--- config.mk ---
export PLATFORM = sky130hd
export DESIGN_NAME = xadc_drp_config_arbiter
export DESIGN_NICKNAME = d
export VERILOG_FILES = /design/src/rtl/xadc_drp_config_arbiter.sv
export SDC_FILE = /design/constraint.sdc
export NUM_CORES = 1
export LEC_CHECK = 0
export BUFFER_PORTS_ARGS = -buffer_cell sky130_fd_sc_hd__buf_2
export CAP_MARGIN = 20
export CORE_MARGIN = 5
export CORE_UTILIZATION = 40
export DETAILED_ROUTE_END_ITERATION = 7
export SETUP_SLACK_MARGIN = 0.5
export SLEW_MARGIN = 20
export SYNTH_ARGS = -nofsm -noshare
export SYNTH_HDL_FRONTEND = slang
export SYNTH_SLANG_ARGS = --single-unit
export TNS_END_PERCENT = 50
--- constraint.sdc ---
create_clock -name clk -period 3.8 [get_ports clk]
set_input_delay 0.57 -clock clk [delete_from_list [all_inputs] [get_ports clk]]
set_output_delay 0.57 -clock clk [all_outputs]
set_load 0.01 [all_outputs]
--- src/rtl/xadc_drp_config_arbiter.sv ---
// Owns the XADC DRP port: writes the configuration table after reset or on request,
// and lends the port to a single read client in between.
module xadc_drp_config_arbiter #(
  parameter int unsigned STARTUP_CYCLES = 16,
  parameter int unsigned TIMEOUT_CYCLES = 64,
  parameter logic [15:0] CFG_REG0       = 16'h0000,
  parameter logic [15:0] CFG_REG1       = 16'h2000,
  parameter logic [15:0] CFG_REG2       = 16'h0400,
  parameter logic [15:0] SEQ_CHSEL1     = 16'h1010,
  parameter logic [15:0] SEQ_AVG1       = 16'h0000
) (
  input  logic        clk,
  input  logic        rst_n,
  input  logic [6:0]  client_daddr,
  input  logic        client_den,
  output logic        client_gnt,
  output logic        client_drdy,
  output logic [15:0] client_do,
  output logic        client_eos,
  output logic [6:0]  xadc_daddr,
  output logic        xadc_den,
  output logic        xadc_dwe,
  output logic [15:0] xadc_di,
  input  logic        xadc_drdy,
  input  logic [15:0] xadc_do,
  input  logic        xadc_eos,
  input  logic        reconfig_req,
  output logic        config_done,
  output logic        busy,
  output logic        timeout_err
);

  localparam int unsigned CNT_MAX = (STARTUP_CYCLES > TIMEOUT_CYCLES) ? STARTUP_CYCLES : TIMEOUT_CYCLES;
  localparam int CNT_W = $clog2(CNT_MAX + 1);
  localparam logic [CNT_W-1:0] STARTUP_LAST = CNT_W'(STARTUP_CYCLES - 1);
  localparam logic [CNT_W-1:0] TIMEOUT_LAST = CNT_W'(TIMEOUT_CYCLES - 1);
  localparam logic [2:0] LAST_IDX = 3'd4;

  typedef enum logic [2:0] {
    ST_STARTUP,
    ST_CFG_ISSUE,
    ST_CFG_WAIT,
    ST_CLIENT,
    ST_DRAIN
  } state_t;

  state_t           state_q, state_d;
  logic [2:0]       idx_q, idx_d;
  logic [CNT_W-1:0] cnt_q, cnt_d;
  logic             rd_pend_q, rd_pend_d;
  logic             cfg_step;

  logic [6:0]  xadc_daddr_d;
  logic        xadc_den_d;
  logic        xadc_dwe_d;
  logic [15:0] xadc_di_d;
  logic        client_gnt_d;
  logic        client_drdy_d;
  logic [15:0] client_do_d;
  logic        client_eos_d;
  logic        config_done_d;
  logic        busy_d;
  logic        timeout_err_d;

  logic [6:0]  cfg_addr;
  logic [15:0] cfg_data;

  function automatic logic [22:0] table_entry(input logic [2:0] idx);
    case (idx)
      3'd0:    table_entry = {7'h40, CFG_REG0};
      3'd1:    table_entry = {7'h41, CFG_REG1};
      3'd2:    table_entry = {7'h42, CFG_REG2};
      3'd3:    table_entry = {7'h49, SEQ_CHSEL1};
      default: table_entry = {7'h4B, SEQ_AVG1};
    endcase
  endfunction

  assign {cfg_addr, cfg_data} = table_entry(idx_q);

  always_ff @(posedge clk) begin
    if (!rst_n) begin
      state_q     <= ST_STARTUP;
      idx_q       <= '0;
      cnt_q       <= '0;
      rd_pend_q   <= 1'b0;
      xadc_daddr  <= '0;
      xadc_den    <= 1'b0;
      xadc_dwe    <= 1'b0;
      xadc_di     <= '0;
      client_gnt  <= 1'b0;
      client_drdy <= 1'b0;
      client_do   <= '0;
      client_eos  <= 1'b0;
      config_done <= 1'b0;
      busy        <= 1'b1;
      timeout_err <= 1'b0;
    end else begin
      state_q     <= state_d;
      idx_q       <= idx_d;
      cnt_q       <= cnt_d;
      rd_pend_q   <= rd_pend_d;
      xadc_daddr  <= xadc_daddr_d;
      xadc_den    <= xadc_den_d;
      xadc_dwe    <= xadc_dwe_d;
      xadc_di     <= xadc_di_d;
      client_gnt  <= client_gnt_d;
      client_drdy <= client_drdy_d;
      client_do   <= client_do_d;
      client_eos  <= client_eos_d;
      config_done <= config_done_d;
      busy        <= busy_d;
      timeout_err <= timeout_err_d;
    end
  end

  // Every output is the registered image of the values computed here for the next state.
  always_comb begin
    state_d       = state_q;
    idx_d         = idx_q;
    cnt_d         = cnt_q;
    rd_pend_d     = rd_pend_q;
    cfg_step      = 1'b0;
    xadc_daddr_d  = xadc_daddr;
    xadc_den_d    = 1'b0;
    xadc_dwe_d    = 1'b0;
    xadc_di_d     = xadc_di;
    client_drdy_d = 1'b0;
    client_do_d   = client_do;
    config_done_d = config_done;
    timeout_err_d = timeout_err;

    unique case (state_q)
      ST_STARTUP: begin
        if (cnt_q == STARTUP_LAST) begin
          cnt_d   = '0;
          state_d = ST_CFG_ISSUE;
        end else begin
          cnt_d = cnt_q + 1'b1;
        end
      end

      ST_CFG_ISSUE: begin
        xadc_den_d   = 1'b1;
        xadc_dwe_d   = 1'b1;
        xadc_daddr_d = cfg_addr;
        xadc_di_d    = cfg_data;
        cnt_d        = '0;
        state_d      = ST_CFG_WAIT;
      end

      ST_CFG_WAIT: begin
        if (xadc_drdy) begin
          cfg_step = 1'b1;
        end else if (cnt_q == TIMEOUT_LAST) begin
          cfg_step      = 1'b1;
          timeout_err_d = 1'b1;
        end else begin
          cnt_d = cnt_q + 1'b1;
        end
        if (cfg_step) begin
          cnt_d = '0;
          if (idx_q == LAST_IDX) begin
            idx_d         = '0;
            config_done_d = 1'b1;
            state_d       = ST_CLIENT;
          end else begin
            idx_d   = idx_q + 3'd1;
            state_d = ST_CFG_ISSUE;
          end
        end
      end

      ST_CLIENT: begin
        if (rd_pend_q) begin
          if (xadc_drdy) begin
            client_drdy_d = 1'b1;
            client_do_d   = xadc_do;
            rd_pend_d     = 1'b0;
          end else if (cnt_q == TIMEOUT_LAST) begin
            timeout_err_d = 1'b1;
            rd_pend_d     = 1'b0;
          end else begin
            cnt_d = cnt_q + 1'b1;
          end
        end else if (client_den && client_gnt) begin
          xadc_den_d   = 1'b1;
          xadc_dwe_d   = 1'b0;
          xadc_daddr_d = client_daddr;
          rd_pend_d    = 1'b1;
          cnt_d        = '0;
        end
        // A read accepted on this same edge still counts as in flight and must drain.
        if (reconfig_req) begin
          state_d = rd_pend_d ? ST_DRAIN : ST_CFG_ISSUE;
        end
      end

      ST_DRAIN: begin
        if (xadc_drdy) begin
          client_drdy_d = 1'b1;
          client_do_d   = xadc_do;
          rd_pend_d     = 1'b0;
          state_d       = ST_CFG_ISSUE;
        end else if (cnt_q == TIMEOUT_LAST) begin
          timeout_err_d = 1'b1;
          rd_pend_d     = 1'b0;
          state_d       = ST_CFG_ISSUE;
        end else begin
          cnt_d = cnt_q + 1'b1;
        end
      end

      default: begin
        state_d = ST_STARTUP;
        cnt_d   = '0;
        idx_d   = '0;
      end
    endcase

    client_gnt_d = (state_d == ST_CLIENT);
    busy_d       = (state_d != ST_CLIENT);
    // Suppress end-of-sequence on the edges entering or leaving CLIENT as well.
    client_eos_d = xadc_eos && (state_q == ST_CLIENT) && (state_d == ST_CLIENT);
  end

endmodule

==> results.py <==
metrics = {
    "layout": {
        "layout_commonest_cell": "buf_2",
        "drive_gt1_share_pct": 24.2,
        "final_cell_area_um2": 2920,
        "area_delta_synth_final_pct": 14.8,
        "fill_cells": 653,
        "fin_util_pct": 46.5,
        "diodes": 0,
        "mostFrequentLayoutCells": "buf_2, dfxtp_1, nor2_1, a21oi_1, mux2i_1",
        "fin_nets": 373,
        "multi_input_area_um2": 1380,
        "seq_area_um2": 961,
    },
    "worst_setup_path": {
        "crit_buf_inv": 0,
        "criticalPathCategory": "flip-flop to flip-flop",
        "worst_setup_path_end_kind": "flip-flop",
        "crit_start": "state_q[2]$_SDFF_PN0_",
        "path_delay_family": "flip-flops",
        "crit_cells": 4,
        "reg2reg_to": "client_do[9]$_SDFFE_PN0P_",
        "reg2regPathDepth": 4,
        "required_ns": 3.98,
        "crit_fanout": 18,
        "crit_slowest_cell": "dfxtp_1",
        "worstSetupStartpointType": "flip-flop",
        "cp.arrival_ns": 2.47,
        "rr_startpoint": "state_q[2]$_SDFF_PN0_",
        "path_cells": "or3b_1, a21oi_4, mux2i_1, nor2_1",
        "max_stage_delay_ns": 0.67,
        "endpoint": "client_do[9]$_SDFFE_PN0P_",
        "regToRegSetupSlack_ns": 1.51,
    },
    "synth": {
        "synth_area_um2": 2540,
        "ys_seq_elements": 48,
        "synth-edff-count": 0,
        "yosysTopAreaCell": "dfxtp_1",
        "yosys-top-cells-area": "dfxtp_1, mux2i_1, a21oi_1",
        "syn_inst": 284,
        "synth-main-ff-cell": "dfxtp_1",
        "ys_seq_area_share_pct": 37.8,
        "yosysWarnings": 0,
        "yosysTopAreaCellShare_pct": 37.8,
        "ys_types": 62,
        "avgSynthCellArea_um2": 8.95,
        "synthArstFlopShare_pct": 0,
    },
    "power": {
        "powerDensity_nw_per_um2": 320,
        "ir_drop_uv": 178,
        "leakagePower_nw": 1.24,
        "power_w": 0.000933,
    },
    "clock_tree": {
        "root_buffer": "clkbuf_8",
        "clk_latency_ns": 0.30,
        "ctsHoldBuffers": 0,
        "cts_buffer_depth": 2,
        "clock-sinks": 48,
        "cts_setup_buffers": 0,
        "cts.reportedPaths.clkPinSlew_ns": 0.10,
        "ctsResizeCount": 0,
        "cts_tree": "done",
        "htreeDepth": 2,
        "cts_buffers": 5,
    },
    "routing": {
        "via_per_inst": 5.45,
        "vias": 2266,
        "routed_wl_um": 6310,
        "drt_iter0_markers": 137,
        "wl_per_cell_um": 15.2,
        "drc_errors": 0,
        "firstDrtPassIters": 5,
        "ant_nets": 0,
    },
    "timing": {
        "setup-tns-final_ns": 0,
        "fmax_mhz": 437,
        "hold_violations": 0,
        "rsz0062_at_grt": "false",
        "clock-skew-final_ns": 0.00874,
        "drv_slew": 0,
        "tightest_slew_ns": 0.723,
        "setup_viol": 0,
        "slew_headroom_pct": 51.7,
        "setup_ws_ns": 1.51,
        "period_minus_slack_ns": 2.29,
        "min_period_over_period_pct": 60.3,
    },
    "min_path": {
        "hold_class": "flip-flop to flip-flop",
    },
    "placed_design": {
        "pre_cts_ws_ns": 1.51,
        "placed_area_um2": 2800,
        "dpl.hpwl_um": 4740,
        "gp_congestion": 0.954,
        "io_buffers": 63,
    },
    "global_routing": {
        "grt_pass1_vias": 2309,
        "antenna_found_initial": 0,
        "grt-ovfl-total": 0,
        "grt_pass1_wl_um": 10600,
        "grt_usage_pct": 15.4,
        "grt_max_degree": 25,
    },
    "floorplanning": {
        "start_util_pct": 40.5,
        "die_h_um": 89.7,
        "io_pins": 76,
        "die_width_um": 89.7,
        "core_area_um2": 6280,
        "die_area_um2": 8050,
        "rows": 29,
    },
    "flow_run": {
        "max-cap-violations": 0,
    },
    "run_status": {
        "status": "complete, no violations",
    },
}
## Yosys cell counts, drive strengths merged, types with 3 or more instances
cell and number:
nor2 29, a22oi 3, a21boi 3, clkbuf 6
a21oi 27, nor3 6, o211ai 7, nand2b 9
buf 22, mux2i 16, dfxtp 48, o21ai 10
nand2 15, ha 6, inv 10, nand4 3
nand3 11, a211oi 7
## worst min-delay path, cell delays in order, from the launching register on
cell     delay (ns)
dfxtp_1        0.32
nand2_1        0.05
a21oi_1        0.05
## state kept, by name, indices dropped and copies added (netlist names), 3 cells and up
register,flops
client_do,16
cnt_q,7
xadc_daddr,7
idx_q,3
state_q,3
xadc_di,3
## area by class of cell
class	count	area share, %
tap	77	3.30
multi-input combinational	209	47.4
sequential	48	32.9
timing repair buffer	64	11.1
clock inverter	3	1.63
clock buffer	5	2.36
inverter	10	1.29
## how the worst min path moves through the flow
stage / start / to / slack [ns] / depth (start not counted)
floorplan: xadc_di[13]$_SDFFE_PN0P_ / xadc_di[13]$_SDFFE_PN0P_ / 0.48 / 2
global placement: xadc_di[13]$_SDFFE_PN0P_ / xadc_di[13]$_SDFFE_PN0P_ / 0.44 / 2
detailed placement: xadc_di[10]$_SDFFE_PN0P_ / xadc_di[10]$_SDFFE_PN0P_ / 0.46 / 2
CTS: xadc_di[10]$_SDFFE_PN0P_ / xadc_di[10]$_SDFFE_PN0P_ / 0.47 / 2
global route: client_daddr[5] / xadc_daddr[5]$_SDFFE_PN0P_ / 0.48 / 3
finish: xadc_di[10]$_SDFFE_PN0P_ / xadc_di[10]$_SDFFE_PN0P_ / 0.47 / 2
## cell families after synthesis
family / share of synthesized area [%]
flip-flops: 37.8
adder cells (fa/ha/maj): 2.95
multiplexers: 6.30
AND/OR/NAND/NOR: 19.7
XOR/XNOR: 0.689
buffers and inverters: 9.40
AO/OA/AOI/OAI: 23.0
other: 0.148
## power breakdown
part | switching, W | internal, W
Sequential | 0.00000239 | 0.000505
Combinational | 0.0000308 | 0.0000178
Clock | 0.000179 | 0.000198
## metal layers
layer  wire length [µm]  GRT usage, %
met1               2740          18.8
met2               3160          27.0
met3                336          3.34
met4                 70          4.28
met5                  0             0
## through the flow
step,cells,hold slack (ns)
2_1_floorplan,295,0.476
3_3_place_gp,408,0.443
3_5_place_dp,408,0.456
4_1_cts,416,0.470
5_1_grt,416,0.485
6_report,416,0.465
(Power assumes the default switching activity.)
